## src/rtl/result_collector_pkg.sv

```systemverilog
// accel_pkg: shared defaults and types for the result collector slice.
//   DEFAULT_* : default widths / channel count used by the interface and top
//   state_t   : collector FSM encoding (IDLE, COLLECT, FLUSH)
//   result_t  : signed result word at the default data width
package accel_pkg;

  localparam int DEFAULT_NUM_ALLOCATORS = 4;
  localparam int DEFAULT_DATA_WIDTH     = 18;
  localparam int DEFAULT_ADDR_WIDTH     = 16;
  localparam int DEFAULT_COUNT_WIDTH    = 16;

  typedef enum logic [1:0] {
    IDLE    = 2'd0,
    COLLECT = 2'd1,
    FLUSH   = 2'd2
  } state_t;

  typedef logic signed [DEFAULT_DATA_WIDTH-1:0] result_t;

endpackage

```

## src/rtl/result_collector_if.sv

```systemverilog
// result_collector_if: control, allocator and output-memory signals of the
// result collector.
//   master : upstream side (drives image/round control and allocator results)
//   slave  : collector side (drives the output memory write port and status)
interface result_collector_if import accel_pkg::*; #(
  parameter int NUM_ALLOCATORS = DEFAULT_NUM_ALLOCATORS,
  parameter int DATA_WIDTH     = DEFAULT_DATA_WIDTH,
  parameter int ADDR_WIDTH     = DEFAULT_ADDR_WIDTH,
  parameter int COUNT_WIDTH    = DEFAULT_COUNT_WIDTH
);
  localparam int RA_W = $clog2(NUM_ALLOCATORS) + 1;

  logic                               image_start;
  logic [ADDR_WIDTH-1:0]              output_memory_offset;
  logic [COUNT_WIDTH-1:0]             total_outputs;
  logic                               round_start;
  logic [RA_W-1:0]                    round_active;
  logic [NUM_ALLOCATORS-1:0]          alloc_done;
  logic [NUM_ALLOCATORS*DATA_WIDTH-1:0] alloc_data;
  logic [ADDR_WIDTH-1:0]              out_mem_addr;
  logic [DATA_WIDTH-1:0]              out_mem_data;
  logic                               out_mem_en;
  logic                               round_done;
  logic                               image_done;
  logic                               err_overflow;
  logic                               err_protocol;

  modport master (
    output image_start, output_memory_offset, total_outputs,
    output round_start, round_active, alloc_done, alloc_data,
    input  out_mem_addr, out_mem_data, out_mem_en,
    input  round_done, image_done, err_overflow, err_protocol
  );

  modport slave (
    input  image_start, output_memory_offset, total_outputs,
    input  round_start, round_active, alloc_done, alloc_data,
    output out_mem_addr, out_mem_data, out_mem_en,
    output round_done, image_done, err_overflow, err_protocol
  );
endinterface

```

## src/rtl/result_collector_slot.sv

```systemverilog
// result_slot: one-deep result buffer for a single allocator channel.
//   capture_i  : allocator result valid (already range-filtered by the top)
//   wr_i       : this slot is being drained to memory this cycle
//   data_i     : incoming result
//   valid_o    : slot holds an unwritten result
//   data_o     : buffered result
//   overflow_o : capture arrived while holding a result that is not being drained
module result_slot #(
  parameter int DATA_WIDTH = 18
) (
  input  logic                         clk,
  input  logic                         rst,
  input  logic                         capture_i,
  input  logic                         wr_i,
  input  logic signed [DATA_WIDTH-1:0] data_i,
  output logic                         valid_o,
  output logic signed [DATA_WIDTH-1:0] data_o,
  output logic                         overflow_o
);
  logic                         valid_q, valid_d;
  logic signed [DATA_WIDTH-1:0] data_q, data_d;

  always_comb begin
    valid_d    = valid_q;
    data_d     = data_q;
    overflow_o = 1'b0;
    if (wr_i) valid_d = 1'b0;
    if (capture_i) begin
      // A drain in the same cycle frees the slot, so the new result refills it.
      if (!valid_q || wr_i) begin
        valid_d = 1'b1;
        data_d  = data_i;
      end else begin
        overflow_o = 1'b1;  // keep the older result, drop the new one
      end
    end
  end

  always_ff @(posedge clk or posedge rst) begin
    if (rst) begin
      valid_q <= 1'b0;
      data_q  <= '0;
    end else begin
      valid_q <= valid_d;
      data_q  <= data_d;
    end
  end

  assign valid_o = valid_q;
  assign data_o  = data_q;
endmodule

```

## src/rtl/result_collector.sv

```systemverilog
// result_collector: buffers one result per allocator and writes them to the
// output memory in allocator-index order, tracking round and image completion.
//   clk, rst : clock, asynchronous active-high reset
//   bus      : result_collector_if.slave (control, allocator results,
//              output memory write port, status/error flags)
// Build option: define RESULT_COLLECTOR_RELU_EN to clamp negative results to
// zero on the write path (same timing either way).
module result_collector import accel_pkg::*; #(
  parameter int NUM_ALLOCATORS = DEFAULT_NUM_ALLOCATORS,
  parameter int DATA_WIDTH     = DEFAULT_DATA_WIDTH,
  parameter int ADDR_WIDTH     = DEFAULT_ADDR_WIDTH,
  parameter int COUNT_WIDTH    = DEFAULT_COUNT_WIDTH
) (
  input logic               clk,
  input logic               rst,
  result_collector_if.slave bus
);
  localparam int RA_W = $clog2(NUM_ALLOCATORS) + 1;

  state_t                       state_q;
  logic [RA_W-1:0]              active_q, ptr_q;
  logic [ADDR_WIDTH-1:0]        write_count_q, write_count_d, write_base;
  logic [COUNT_WIDTH-1:0]       out_count_q, out_count_d, count_base;
  logic [COUNT_WIDTH-1:0]       total_q, total_d;
  logic                         armed_q;
  logic [ADDR_WIDTH-1:0]        out_mem_addr_q;
  logic signed [DATA_WIDTH-1:0] out_mem_data_q, sel_data, wr_data;
  logic                         out_mem_en_q, round_done_q, image_done_q;
  logic                         err_overflow_q, err_protocol_q;
  logic                         sel_valid, write_fire, proto_evt;

  logic [NUM_ALLOCATORS-1:0]    capture, slot_wr, slot_valid, slot_ovf;
  logic signed [DATA_WIDTH-1:0] slot_data [NUM_ALLOCATORS];

  generate
    for (genvar gi = 0; gi < NUM_ALLOCATORS; gi++) begin : g_slot
      // Out-of-round channels are only rejected while a round is draining;
      // outside COLLECT any channel may finish early.
      assign capture[gi] = bus.alloc_done[gi] &
                           ((RA_W'(gi) < active_q) || (state_q != COLLECT));
      assign slot_wr[gi] = write_fire && (ptr_q == RA_W'(gi));

      result_slot #(.DATA_WIDTH(DATA_WIDTH)) u_slot (
        .clk        (clk),
        .rst        (rst),
        .capture_i  (capture[gi]),
        .wr_i       (slot_wr[gi]),
        .data_i     (bus.alloc_data[gi*DATA_WIDTH +: DATA_WIDTH]),
        .valid_o    (slot_valid[gi]),
        .data_o     (slot_data[gi]),
        .overflow_o (slot_ovf[gi])
      );
    end
  endgenerate

  always_comb begin
    sel_valid = 1'b0;
    sel_data  = '0;
    for (int i = 0; i < NUM_ALLOCATORS; i++) begin
      if (ptr_q == RA_W'(i)) begin
        sel_valid = slot_valid[i];
        sel_data  = slot_data[i];
      end
    end
  end

  assign write_fire = (state_q == COLLECT) && sel_valid;

`ifdef RESULT_COLLECTOR_RELU_EN
  assign wr_data = sel_data[DATA_WIDTH-1] ? '0 : sel_data;
`else
  assign wr_data = sel_data;
`endif

  // image_start clears the counters first, so a coincident write lands at offset+0.
  always_comb begin
    write_base    = bus.image_start ? '0 : write_count_q;
    count_base    = bus.image_start ? '0 : out_count_q;
    total_d       = bus.image_start ? bus.total_outputs : total_q;
    write_count_d = write_fire ? write_base + ADDR_WIDTH'(1) : write_base;
    // Output count saturates at the target so image_done stays high.
    out_count_d   = (write_fire && (count_base != total_d)) ?
                    count_base + COUNT_WIDTH'(1) : count_base;
    proto_evt     = (|(bus.alloc_done & ~capture)) ||
                    (bus.round_start && (state_q != IDLE));
  end

  always_ff @(posedge clk or posedge rst) begin
    if (rst) begin
      state_q        <= IDLE;
      active_q       <= '0;
      ptr_q          <= '0;
      write_count_q  <= '0;
      out_count_q    <= '0;
      total_q        <= '0;
      armed_q        <= 1'b0;
      out_mem_addr_q <= '0;
      out_mem_data_q <= '0;
      out_mem_en_q   <= 1'b0;
      round_done_q   <= 1'b0;
      image_done_q   <= 1'b0;
      err_overflow_q <= 1'b0;
      err_protocol_q <= 1'b0;
    end else begin
      out_mem_en_q   <= write_fire;
      round_done_q   <= 1'b0;
      if (write_fire) begin
        out_mem_addr_q <= bus.output_memory_offset + write_base;
        out_mem_data_q <= wr_data;
      end
      write_count_q  <= write_count_d;
      out_count_q    <= out_count_d;
      total_q        <= total_d;
      armed_q        <= armed_q | bus.image_start;
      // No image has been configured until the first image_start.
      image_done_q   <= (armed_q | bus.image_start) && (out_count_d == total_d);
      err_overflow_q <= (err_overflow_q & ~bus.image_start) | (|slot_ovf);
      err_protocol_q <= (err_protocol_q & ~bus.image_start) | proto_evt;

      case (state_q)
        IDLE: begin
          if (bus.round_start) begin
            active_q <= bus.round_active;
            ptr_q    <= '0;
            state_q  <= COLLECT;
          end
        end
        COLLECT: begin
          if (write_fire) begin
            if (ptr_q == active_q - RA_W'(1)) state_q <= FLUSH;
            else                              ptr_q   <= ptr_q + RA_W'(1);
          end
        end
        FLUSH: begin
          round_done_q <= 1'b1;
          state_q      <= IDLE;
        end
        default: state_q <= IDLE;
      endcase
    end
  end

  assign bus.out_mem_addr = out_mem_addr_q;
  assign bus.out_mem_data = out_mem_data_q;
  assign bus.out_mem_en   = out_mem_en_q;
  assign bus.round_done   = round_done_q;
  assign bus.image_done   = image_done_q;
  assign bus.err_overflow = err_overflow_q;
  assign bus.err_protocol = err_protocol_q;
endmodule
```

## src/flat_wrapper.sv

```systemverilog
// flat-port wrapper written by rule: the top's interface ports become plain ports
module result_collector_flat import accel_pkg::*;
#(
  parameter int NUM_ALLOCATORS = DEFAULT_NUM_ALLOCATORS,
  parameter int DATA_WIDTH     = DEFAULT_DATA_WIDTH,
  parameter int ADDR_WIDTH     = DEFAULT_ADDR_WIDTH,
  parameter int COUNT_WIDTH    = DEFAULT_COUNT_WIDTH
)
  (clk, rst, bus_image_start, bus_output_memory_offset, bus_total_outputs, bus_round_start, bus_round_active, bus_alloc_done, bus_alloc_data, bus_out_mem_addr, bus_out_mem_data, bus_out_mem_en, bus_round_done, bus_image_done, bus_err_overflow, bus_err_protocol);
  result_collector_if #(.NUM_ALLOCATORS(NUM_ALLOCATORS), .DATA_WIDTH(DATA_WIDTH), .ADDR_WIDTH(ADDR_WIDTH), .COUNT_WIDTH(COUNT_WIDTH)) bus_i ();
  input logic clk;
  input logic rst;
  input wire logic [$bits(bus_i.image_start)-1:0] bus_image_start;
  input wire logic [$bits(bus_i.output_memory_offset)-1:0] bus_output_memory_offset;
  input wire logic [$bits(bus_i.total_outputs)-1:0] bus_total_outputs;
  input wire logic [$bits(bus_i.round_start)-1:0] bus_round_start;
  input wire logic [$bits(bus_i.round_active)-1:0] bus_round_active;
  input wire logic [$bits(bus_i.alloc_done)-1:0] bus_alloc_done;
  input wire logic [$bits(bus_i.alloc_data)-1:0] bus_alloc_data;
  output wire logic [$bits(bus_i.out_mem_addr)-1:0] bus_out_mem_addr;
  output wire logic [$bits(bus_i.out_mem_data)-1:0] bus_out_mem_data;
  output wire logic [$bits(bus_i.out_mem_en)-1:0] bus_out_mem_en;
  output wire logic [$bits(bus_i.round_done)-1:0] bus_round_done;
  output wire logic [$bits(bus_i.image_done)-1:0] bus_image_done;
  output wire logic [$bits(bus_i.err_overflow)-1:0] bus_err_overflow;
  output wire logic [$bits(bus_i.err_protocol)-1:0] bus_err_protocol;
  assign bus_i.image_start = bus_image_start;
  assign bus_i.output_memory_offset = bus_output_memory_offset;
  assign bus_i.total_outputs = bus_total_outputs;
  assign bus_i.round_start = bus_round_start;
  assign bus_i.round_active = bus_round_active;
  assign bus_i.alloc_done = bus_alloc_done;
  assign bus_i.alloc_data = bus_alloc_data;
  assign bus_out_mem_addr = bus_i.out_mem_addr;
  assign bus_out_mem_data = bus_i.out_mem_data;
  assign bus_out_mem_en = bus_i.out_mem_en;
  assign bus_round_done = bus_i.round_done;
  assign bus_image_done = bus_i.image_done;
  assign bus_err_overflow = bus_i.err_overflow;
  assign bus_err_protocol = bus_i.err_protocol;
  result_collector #(.NUM_ALLOCATORS(NUM_ALLOCATORS), .DATA_WIDTH(DATA_WIDTH), .ADDR_WIDTH(ADDR_WIDTH), .COUNT_WIDTH(COUNT_WIDTH)) u_core (.clk(clk), .rst(rst), .bus(bus_i));
endmodule
```

## config.mk

```make
export PLATFORM = sky130hd
export DESIGN_NAME = result_collector_flat
export DESIGN_NICKNAME = d
export VERILOG_FILES = /design/src/rtl/result_collector_pkg.sv /design/src/rtl/result_collector_if.sv /design/src/rtl/result_collector_slot.sv /design/src/rtl/result_collector.sv /design/src/flat_wrapper.sv
export SDC_FILE = /design/constraint.sdc
export NUM_CORES = 1
export LEC_CHECK = 0
export CORE_ASPECT_RATIO = 1.1
export CORE_MARGIN = 2
export CORE_UTILIZATION = 50
export CTS_CLUSTER_SIZE = 16
export DETAILED_ROUTE_END_ITERATION = 10
export HOLD_SLACK_MARGIN = 0.02
export PLACE_DENSITY_LB_ADDON = 0.3
export SYNTH_ARGS = -nofsm -noshare
export SYNTH_HDL_FRONTEND = slang
export SYNTH_SLANG_ARGS = --single-unit
```

## constraint.sdc

```tcl
create_clock -name clk -period 14.7 [get_ports clk]
set_clock_uncertainty 0.15 [all_clocks]
set_input_delay 2.205 -clock clk [delete_from_list [all_inputs] [get_ports clk]]
set_output_delay 2.205 -clock clk [all_outputs]
set_load 0.01 [all_outputs]
```

# Word level (Yosys, flattened, before mapping)

Index checks and enable logic that the tools add are counted.
W data, S select, Z words.

Register bits: 172
Output and inout bits: 39
Word-level logic and storage cells: 132

$add $sub $neg: 5
Order comparisons: 4
Equality and inequality tests: 13
Muxes and demuxes: 42
Bitwise logic cells: 12
Reduce and logical (&&, ||, !) cells: 34

Operators by type and width:

| operator                | count |
|---|---|
| $mux W16                | 5 |
| $mux W18                | 4 |
| $add A16 B1 Y16 const B | 2 |
| $mux W1                 | 25 |
| $add A16 B16 Y16        | 1 |
| $eq A16 B16 Y1          | 1 |
| $ne A16 B16 Y1          | 1 |
| $reduce_and A2 Y1       | 5 |
| $logic_or A1 B1 Y1      | 9 |
| $mux W3                 | 3 |
| $logic_and A1 B1 Y1     | 8 |
| $reduce_or A4 Y1        | 2 |
| $and A1 B1 Y1           | 6 |
| $eq A3 B2 Y1 const B    | 2 |
| $lt A1 B3 Y1 const A    | 2 |
| $lt A2 B3 Y1 const A    | 2 |
| $mux W2                 | 3 |
| $ne A2 B2 Y1 const B    | 3 |
| $pmux W3 S2             | 1 |
| $and A4 B4 Y4           | 1 |
| $logic_not A1 Y1        | 4 |
| $ne A2 B1 Y1 const B    | 2 |
| $not A4 Y4              | 1 |
| $pmux W2 S2             | 1 |
| other kinds (13)        | 16 |

# Depth between registers and ports, before layout

Gate-level depths: netlist (run 1).

Depth after elaboration: 12
Mapped depth: 21
Mapped depth without buffers: 15

# By module

From an unflattened synthesis (run 1), not the netlist that was laid out.

Cells, all modules: 898
Area total of the unflattened synthesis: 9332.7 µm²

By module, submodules not included:

| module           | times used | cells an instance | area an instance (µm²) | sequential area each (µm²) |
|---|---|---|---|---|
| result_collector | 1          | 722               | 6229.7                 | 2402.3 |
| result_slot      | 4          | 44                | 775.7                  | 475.5 |

# Worst setup path after synthesis (run 1)

Ideal clock, no wire load.

Path type: input port to flip-flop
Start point: in bus_image_start
End point: reg u_core.out_mem_addr_q[14] (netlist: u_core.bus.out_mem_addr[14])
Library setup time: 0.133 ns
Data arrival time: 6.273 ns
Setup slack: 8.144 ns
Stages: 21
Path buffers: 6
Path through: buf_2 -> buf_1 -> buf_1 -> clkbuf_1 -> buf_1 -> buf_1 -> nor2b_1 -> ha_1 -> inv_1 -> fa_1 -> nor2b_1 -> o21ai_0 -> nand2b_1 -> a21o_1 -> a21o_1 -> a21oi_1 -> o21ai_0 -> or4_1 -> a31oi_1 -> xor2_1 -> o21ai_0

Cells in the longest elaborated chain, start to end: 2

RTL lines:

| item                 | RTL line                | RTL |
|---|---|---|
| start, declared      | flat_wrapper.sv:13      | `input wire logic [$bits(bus_i.image_start)-1:0] bus_image_start;` |
| $mux W16             | result_collector.sv:77  | `write_base = bus.image_start ? '0 : write_count_q;` |
| $add A16 B16 Y16     | result_collector.sv:108 | `out_mem_addr_q <= bus.output_memory_offset + write_base;` |
| end signal, assigned | result_collector.sv:108 |  |
| end, declared        | result_collector.sv:26  | `logic [ADDR_WIDTH-1:0] out_mem_addr_q;` |

No other way between the ends.
A chain may end at the register's enable or synchronous reset.

# Worst setup path in the final report (run 1)

Start point: in bus_image_start
End point: reg u_core.image_done_q (netlist: u_core.bus.image_done)

Cells in the longest elaborated chain, start to end: 6
Elaborated cells on any way between the ends: 9
Classes of those cells: 1 x add/sub; 2 x eq/ne; 3 x mux; 1 x bitwise; 2 x reduce/logical

RTL lines:

| item                                                                    | RTL line                | RTL |
|---|---|---|
| parallel branches: the longest is 5 deep, another holds $add A16 B1 Y16 | -                       |  |
| $logic_and A1 B1 Y1 *                                                   | result_collector.sv:116 | `image_done_q <= (armed_q \| bus.image_start) && (out_count_d == total_d);` |
| end signal, assigned                                                    | result_collector.sv:116 |  |
| end, declared                                                           | result_collector.sv:28  | `logic out_mem_en_q, round_done_q, image_done_q;` |

Every way passes the cells marked *.

==> results.py, run 1 <==
metrics = {
    "cts": {
        "post-cts-setup-buffers": 0,
        "htreeDepth": 4,
        "cts_tree": "done",
        "ctsResizeCount": 0,
        "cts_hold_buf": 0,
        "clkTransAtPathRegs_ns": 0.06,
        "numCtsBuffers": 17,
        "root_buffer": "clkbuf_16",
        "clk_latency_ns": 0.44,
        "clkSinkCount": 172,
        "clockBufferDepth": 2,
    },
    "critical_path": {
        "crit_family": "simple AND/OR/NAND/NOR gates",
        "crit_path_start_kind": "input pin",
        "crit_type": "input pin to flip-flop",
        "cp.buffers_inverters": 3,
        "max_stage_delay_ns": 0.47,
        "crit_top_cell": "nand2_1",
        "critPathRequiredTime_ns": 14.92,
        "rr_startpoint": "u_core.ptr_q[1]$_DFFE_PP0P_",
        "r2r_cells": 14,
        "crit_fanout": 19,
        "cp.arrival_ns": 5.82,
        "rr_endpoint": "u_core.bus.image_done$_DFF_PP0_",
        "slowest_stage": "nor3_1",
        "crit_chain": "buf_2, clkinv_1, nand2_1, inv_1, ha_1, nand2_1, nor3_1, nand3_1, a211oi_1, o221ai_1, nor4_1, o211ai_1, a2111oi_0, and4_1, and4b_1",
        "r2r_slack_ns": 10.58,
        "endpoint_kind": "flip-flop",
    },
    "drt": {
        "first_iter_violations": 381,
        "first_pass_iters": 5,
        "vias": 6846,
        "drt-vias-per-instance": 5.512,
        "ant_nets": 0,
        "drc": 0,
        "routedWlPerCell_um": 17.15,
        "routed_wl_um": 21300,
    },
    "place": {
        "dp_slack_ns": 8.715,
        "post-place-cells": 1210,
        "port_buffers": 153,
        "hpwlAfterDp_um": 15240,
        "placed_area_sq_mm": 0.01054,
        "gp_congestion": 0.8937,
    },
    "layout": {
        "final_nets": 1135,
        "postLayoutCoreUtil_pct": 65.33,
        "design_area_sq_mm": 0.01116,
        "final_cells": 1242,
        "diodes": 0,
        "syn_to_final_growth_pct": 27.15,
        "multi_input_area_sq_mm": 0.004230,
        "seqCellArea_sq_mm": 0.004304,
        "drive_above_1_share_pct": 13.89,
        "fillers": 1392,
    },
    "global_routing": {
        "grt_antenna_before_repair": 0,
        "grt_pass1_wl_um": 35180,
        "grt_pass1_vias": 7098,
        "grtUsageTotal_pct": 24.12,
        "globalRouteOverflowTotal": 0,
        "grt_max_degree": 92,
    },
    "worst_hold_path": {
        "hp-start": "u_core.armed_q$_DFF_PP0_",
        "min_to": "u_core.armed_q$_DFF_PP0_",
        "hold_path_depth": 2,
        "hold_path.class": "flip-flop to flip-flop",
    },
    "logic_synthesis": {
        "ys_seq_area_share_pct": 49.05,
        "yosys_register_bits": 172,
        "synth_fp_nets": 990,
        "ys.warnings.count": 0,
        "synth_cells": 850,
        "avgSynthCellArea_sq_um": 10.32,
        "yosys_most_used_dff": "dfrtp_1",
        "syn-cell-area_sq_mm": 0.008775,
        "yosysUniqueCellTypes": 63,
        "synthArstFlopShare_pct": 100.0,
        "synth_edf_count": 0,
    },
    "timing": {
        "finalMaxSlewViolations": 0,
        "fin_hold_ws_ns": 0.3234,
        "grt_setup_unrepaired": "false",
        "relSlewSlack_pct": 28.67,
        "fin_tns_setup_ns": 0,
        "fin_crit_ns": 5.607,
        "fmaxAchievable_mhz": 178.4,
        "fin_crit_sh_pct": 38.14,
        "worst_slack_ns": 9.093,
        "setup_viol": 0,
        "worstMarginPinSlew_ns": 1.065,
        "final_hold_viol_count": 0,
    },
    "floorplan": {
        "coreArea_sq_mm": 0.01708,
        "design.portCount": 154,
        "die-area_sq_mm": 0.01863,
        "die_w_um": 130.3,
        "fp.dieH_um": 142.9,
        "rows": 50,
        "initial_core_util_pct": 51.38,
    },
    "flow_run": {
        "cap_violations": 0,
    },
    "power_and_ir_drop": {
        "finalPower_mw": 2.072,
        "peakVddDrop_mv": 0.1218,
        "power_density_mw_per_mm2": 185.8,
        "leakage_nw": 4.720,
    },
    "outcome": {
        "status": "finished clean",
    },
}
-- placed cells by master (no fill, tap or decap), types with 3 or more instances in the layout --
master,synthesis,routed
nor4_1,4,4
clkinv_4,0,3
nor2b_1,33,30
nor3_1,4,4
nand4_1,7,7
xnor2_1,40,40
xor2_1,15,15
a211oi_1,21,21
nand2b_1,15,15
inv_6,0,5
o21ai_0,60,60
and2_1,9,9
nor2_1,54,54
dfrtp_1,172,172
buf_4,1,8
bufinv_16,0,3
a21oi_1,45,44
mux2_2,82,82
o221ai_1,3,3
and4_1,4,4
o22ai_1,5,5
ha_1,24,24
o2111ai_1,3,3
o21bai_1,4,4
nand3_1,12,12
clkbuf_16,0,17
nor2b_2,0,3
nand2_1,98,97
and3_1,5,5
a21oi_2,2,3
nand3b_1,3,3
clkdlybuf4s50_1,0,152
inv_1,30,29
a21o_1,5,5
a22oi_1,18,18
-- worst max path at each step --
| stage | from | cells after the start | end | slack [ns] |
|---|---|---|---|---|
| 2_1_floorplan | rst | 1 | u_core.active_q[0]$_DFFE_PP0P_ | 7.68 |
| 3_3_place_gp | bus_image_start | 15 | u_core.bus.image_done$_DFF_PP0_ | 8.78 |
| 3_5_place_dp | bus_image_start | 15 | u_core.bus.image_done$_DFF_PP0_ | 8.71 |
| 4_1_cts | bus_image_start | 15 | u_core.bus.image_done$_DFF_PP0_ | 9.15 |
| 5_1_grt | bus_image_start | 15 | u_core.bus.image_done$_DFF_PP0_ | 8.60 |
| 6_report | bus_image_start | 15 | u_core.bus.image_done$_DFF_PP0_ | 9.09 |
-- sequential cells by signal, indices dropped and copies added, names as in the netlist --
register,cells
u_core.bus.image_done,1
u_core.bus.round_done,1
u_core.armed_q,1
u_core.bus.err_overflow,1
u_core.write_count_q,16
u_core.active_q,3
u_core.out_count_q,16
u_core.ptr_q,3
u_core.total_q,16
u_core.state_q,2
u_core.bus.err_protocol,1
u_core.g_slot.u_slot.data_o,72
u_core.g_slot.u_slot.valid_o,4
u_core.bus.out_mem_addr,16
u_core.bus.out_mem_data,18
u_core.bus.out_mem_en,1
-- power by group --
part | switching, mW | internal (mW)
clock network | 0.201 | 0.276
logic | 0.439 | 0.397
registers | 0.107 | 0.653
total | 0.746 | 1.33
-- worst reg2reg max path: cells and delay by family, from the launching register on --
| family | cells | cell delay (ns) |
|---|---|---|
| compound gates | 6 | 1.87 |
| flops | 1 | 0.42 |
| fa+ha+maj | 1 | 0.24 |
| simple gates | 5 | 0.90 |
| buf+inv | 2 | 0.50 |
-- synthesized netlist by cell type (all sizes together), types with 5 or more instances --
master | instances | area [sq um]
dfrtp | 172 | 4304
nand2 | 98 | 367.9
mux2 | 82 | 923.4
o21ai | 60 | 300.3
nor2 | 55 | 209.0
a21oi | 47 | 242.7
xnor2 | 40 | 350.3
nor2b | 34 | 220.2
inv | 30 | 112.6
clkbuf | 27 | 101.4
ha | 24 | 300.3
a211oi | 21 | 157.7
a22oi | 18 | 135.1
xor2 | 16 | 147.7
nand2b | 15 | 93.84
nand3 | 12 | 60.06
and2 | 9 | 56.30
buf | 8 | 36.29
nand4 | 8 | 56.30
a21o | 5 | 37.54
and3 | 5 | 31.28
nor3 | 5 | 30.03
o22ai | 5 | 31.28
-- metal layers --
layer / vias to the layer above / global-route usage, % / share of wire (%)
li1: 3271 / - / -
met4: 0 / 6.791 / 1.6
met3: 32 / 6.369 / 6.8
met1: 3324 / 30.38 / 41
met5: - / 0 / 0
met2: 219 / 40.98 / 50
-- cells by family (layout without fill, tap and decap cells) --
logic type	after synthesis	in the layout	share of synthesized area [%]
compound gates	187	187	13.49
xor+xnor	56	56	5.675
fa+ha+maj	25	25	3.650
buf+inv	66	224	2.895
flops	172	172	49.05
mux	83	83	10.64
simple gates	261	261	14.60
-- cell type report --
class                   instances  share of cell area, %
well taps                     234                  2.624
repair buffers                161                  14.22
clock buffers                  18                  3.936
clock inverters                14                  1.637
multi-input cells             612                  37.92
inverters                      31                  1.088
flip-flops and latches        172                  38.58
No activity file was read; power rests on OpenSTA's default activity.
==> inputs of run 2 (changes only) <==
CORE_UTILIZATION = 48   (was 50)
clock period = 4.7 ns   (was 14.7 ns; I/O delays follow)
==> run 2 against run 1 <==
Effect of this change: utilization shrank 2.5 points; die area grew 4.0%; flip-flop and latch count is the same; register-to-register slack lost 9.8 ns; cell count grew 0.97%; routed wire length shrank 0.88%; worst hold slack lost 0.0083 ns; combinational power grew to 3.1 times the previous value; critical path depth is the same; first-iteration DRC count grew 13%.
==> results.py, run 2 (synthesized netlist as in run 1, its figures left out) <==
metrics = {
    "outcome": {
        "status": "finished clean",
    },
    "global_routing": {
        "globalRouteOverflowTotal": 0,
        "grt_pass1_wl_um": 35290,
        "grt_pass1_vias": 6992,
        "grt_max_degree": 98,
        "grt_antenna_before_repair": 0,
        "grtUsageTotal_pct": 22.71,
    },
    "timing": {
        "fmaxAchievable_mhz": 255.0,
        "relSlewSlack_pct": 48.63,
        "setup_viol": 0,
        "grt_setup_unrepaired": "false",
        "finalMaxSlewViolations": 0,
        "fin_crit_sh_pct": 83.45,
        "worstMarginPinSlew_ns": 0.7636,
        "final_hold_viol_count": 0,
        "fin_crit_ns": 3.922,
        "fin_tns_setup_ns": 0,
    },
    "worst_hold_path": {
        "hold_path.class": "flip-flop to flip-flop",
        "hp-start": "u_core.armed_q$_DFF_PP0_",
    },
    "cts": {
        "root_buffer": "clkbuf_16",
        "ctsResizeCount": 0,
        "clkTransAtPathRegs_ns": 0.07,
        "clkSinkCount": 172,
        "clk_latency_ns": 0.43,
        "clockBufferDepth": 2,
        "cts_tree": "done",
        "htreeDepth": 4,
        "cts_hold_buf": 0,
        "post-cts-setup-buffers": 0,
        "numCtsBuffers": 17,
    },
    "critical_path": {
        "r2r_cells": 15,
        "r2r_slack_ns": 0.78,
        "rr_endpoint": "u_core.bus.image_done$_DFF_PP0_",
        "rr_startpoint": "u_core.ptr_q[1]$_DFFE_PP0P_",
        "slowest_stage": "a2111oi_0",
        "crit_fanout": 11,
        "crit_type": "flip-flop to flip-flop",
        "crit_path_start_kind": "flip-flop",
        "max_stage_delay_ns": 0.50,
        "crit_path_start": "u_core.ptr_q[1]$_DFFE_PP0P_",
        "crit_top_cell": "inv_1",
        "crit_chain": "inv_1, ha_1, nand3b_1, a221o_1, a21oi_2, nand2_2, inv_1, buf_4, o31a_1, nand4_2, a32oi_1, o221ai_1, a2111oi_0, and4_1, and4b_1",
        "cp.arrival_ns": 4.14,
        "endpoint_kind": "flip-flop",
        "crit_path_end": "u_core.bus.image_done$_DFF_PP0_",
        "critPathRequiredTime_ns": 4.92,
    },
    "place": {
        "post-place-cells": 1222,
        "hpwlAfterDp_um": 15240,
        "gp_congestion": 0.8895,
        "port_buffers": 153,
    },
    "flow_run": {
        "cap_violations": 0,
    },
    "layout": {
        "largest_reg_flops": 72,
        "drive_above_1_share_pct": 14.57,
        "final_cells": 1254,
        "final_nets": 1143,
        "fillers": 1446,
        "diodes": 0,
        "mostFrequentLayoutCell": "dfrtp_1",
        "syn_to_final_growth_pct": 27.52,
        "final_cell_mix": "dfrtp_1 (172), clkdlybuf4s50_1 (152), nand2_1 (97)",
    },
    "drt": {
        "vias": 6729,
        "first_iter_violations": 430,
        "routedWlPerCell_um": 16.83,
        "drc": 0,
        "drt-vias-per-instance": 5.366,
        "routed_wl_um": 21110,
        "ant_nets": 0,
        "first_pass_iters": 7,
    },
    "floorplan": {
        "die_w_um": 132.9,
        "design.portCount": 154,
        "rows": 51,
        "coreArea_sq_mm": 0.01780,
        "die-area_sq_mm": 0.01938,
        "initial_core_util_pct": 49.29,
        "fp.dieH_um": 145.8,
    },
    "power_and_ir_drop": {
        "peakVddDrop_mv": 0.3715,
        "power_density_mw_per_mm2": 573.2,
        "leakage_nw": 4.738,
    },
}
## run 2: layout make-up
class	count	area (sq um)	area share (%)
inverters	31	120.1	1.073
multi-input cells	612	4230	37.81
well taps	238	297.8	2.661
clock inverters	15	152.6	1.364
clock buffers	17	425.4	3.802
repair buffers	169	1659	14.83
flip-flops and latches	172	4304	38.47
## run 2: through the flow
stage               area, sq um  hold WS [ns]  power [mW]  util, %  setup slack, ns
floorplan                  8783        0.2603       4.106        -          0.08065
detailed placement        10610        0.3016       5.038    59.60           0.6099
global route              11190        0.3609       6.876    62.85           0.5036
finish                    11190        0.3151       6.414    62.85           0.7778
CTS                       11190        0.3176       6.472    62.85           0.7811
global placement          10610        0.2973       4.965    59.60           0.6465
## run 2: critical path, delay by kind of cell, from the launching register on
family | cells | cell delay [ns]
buffers and inverters | 3 | 0.36
AO/OA/AOI/OAI | 6 | 1.80
adder cells (fa/ha/maj) | 1 | 0.23
flip-flops | 1 | 0.43
AND/OR/NAND/NOR | 5 | 0.88
## run 2: worst min path at each step
stage	endpoint	slack, ns	cells after the start
final	u_core.armed_q$_DFF_PP0_	0.32	2
after global routing	u_core.bus.err_protocol$_DFF_PP0_	0.36	1
after CTS	u_core.armed_q$_DFF_PP0_	0.32	2
after detailed placement	u_core.armed_q$_DFF_PP0_	0.30	2
after global placement	u_core.armed_q$_DFF_PP0_	0.30	2
after floorplan	u_core.armed_q$_DFF_PP0_	0.26	2
## run 2: layer usage
| metal | routed length (um) | GRT usage [%] | up-vias |
|---|---|---|---|
| met5 | 0 | 0 | - |
| met4 | 425 | 6.774 | 0 |
| met3 | 1171 | 6.095 | 29 |
| met2 | 10350 | 37.80 | 164 |
| met1 | 9162 | 29.09 | 3246 |
| li1 | - | - | 3290 |
## run 2: report_power, final
part / internal [mW] / switching, mW
Clock: 0.751 / 0.654
Sequential: 2.04 / 0.333
Combinational: 1.27 / 1.36
Total: 4.06 / 2.35
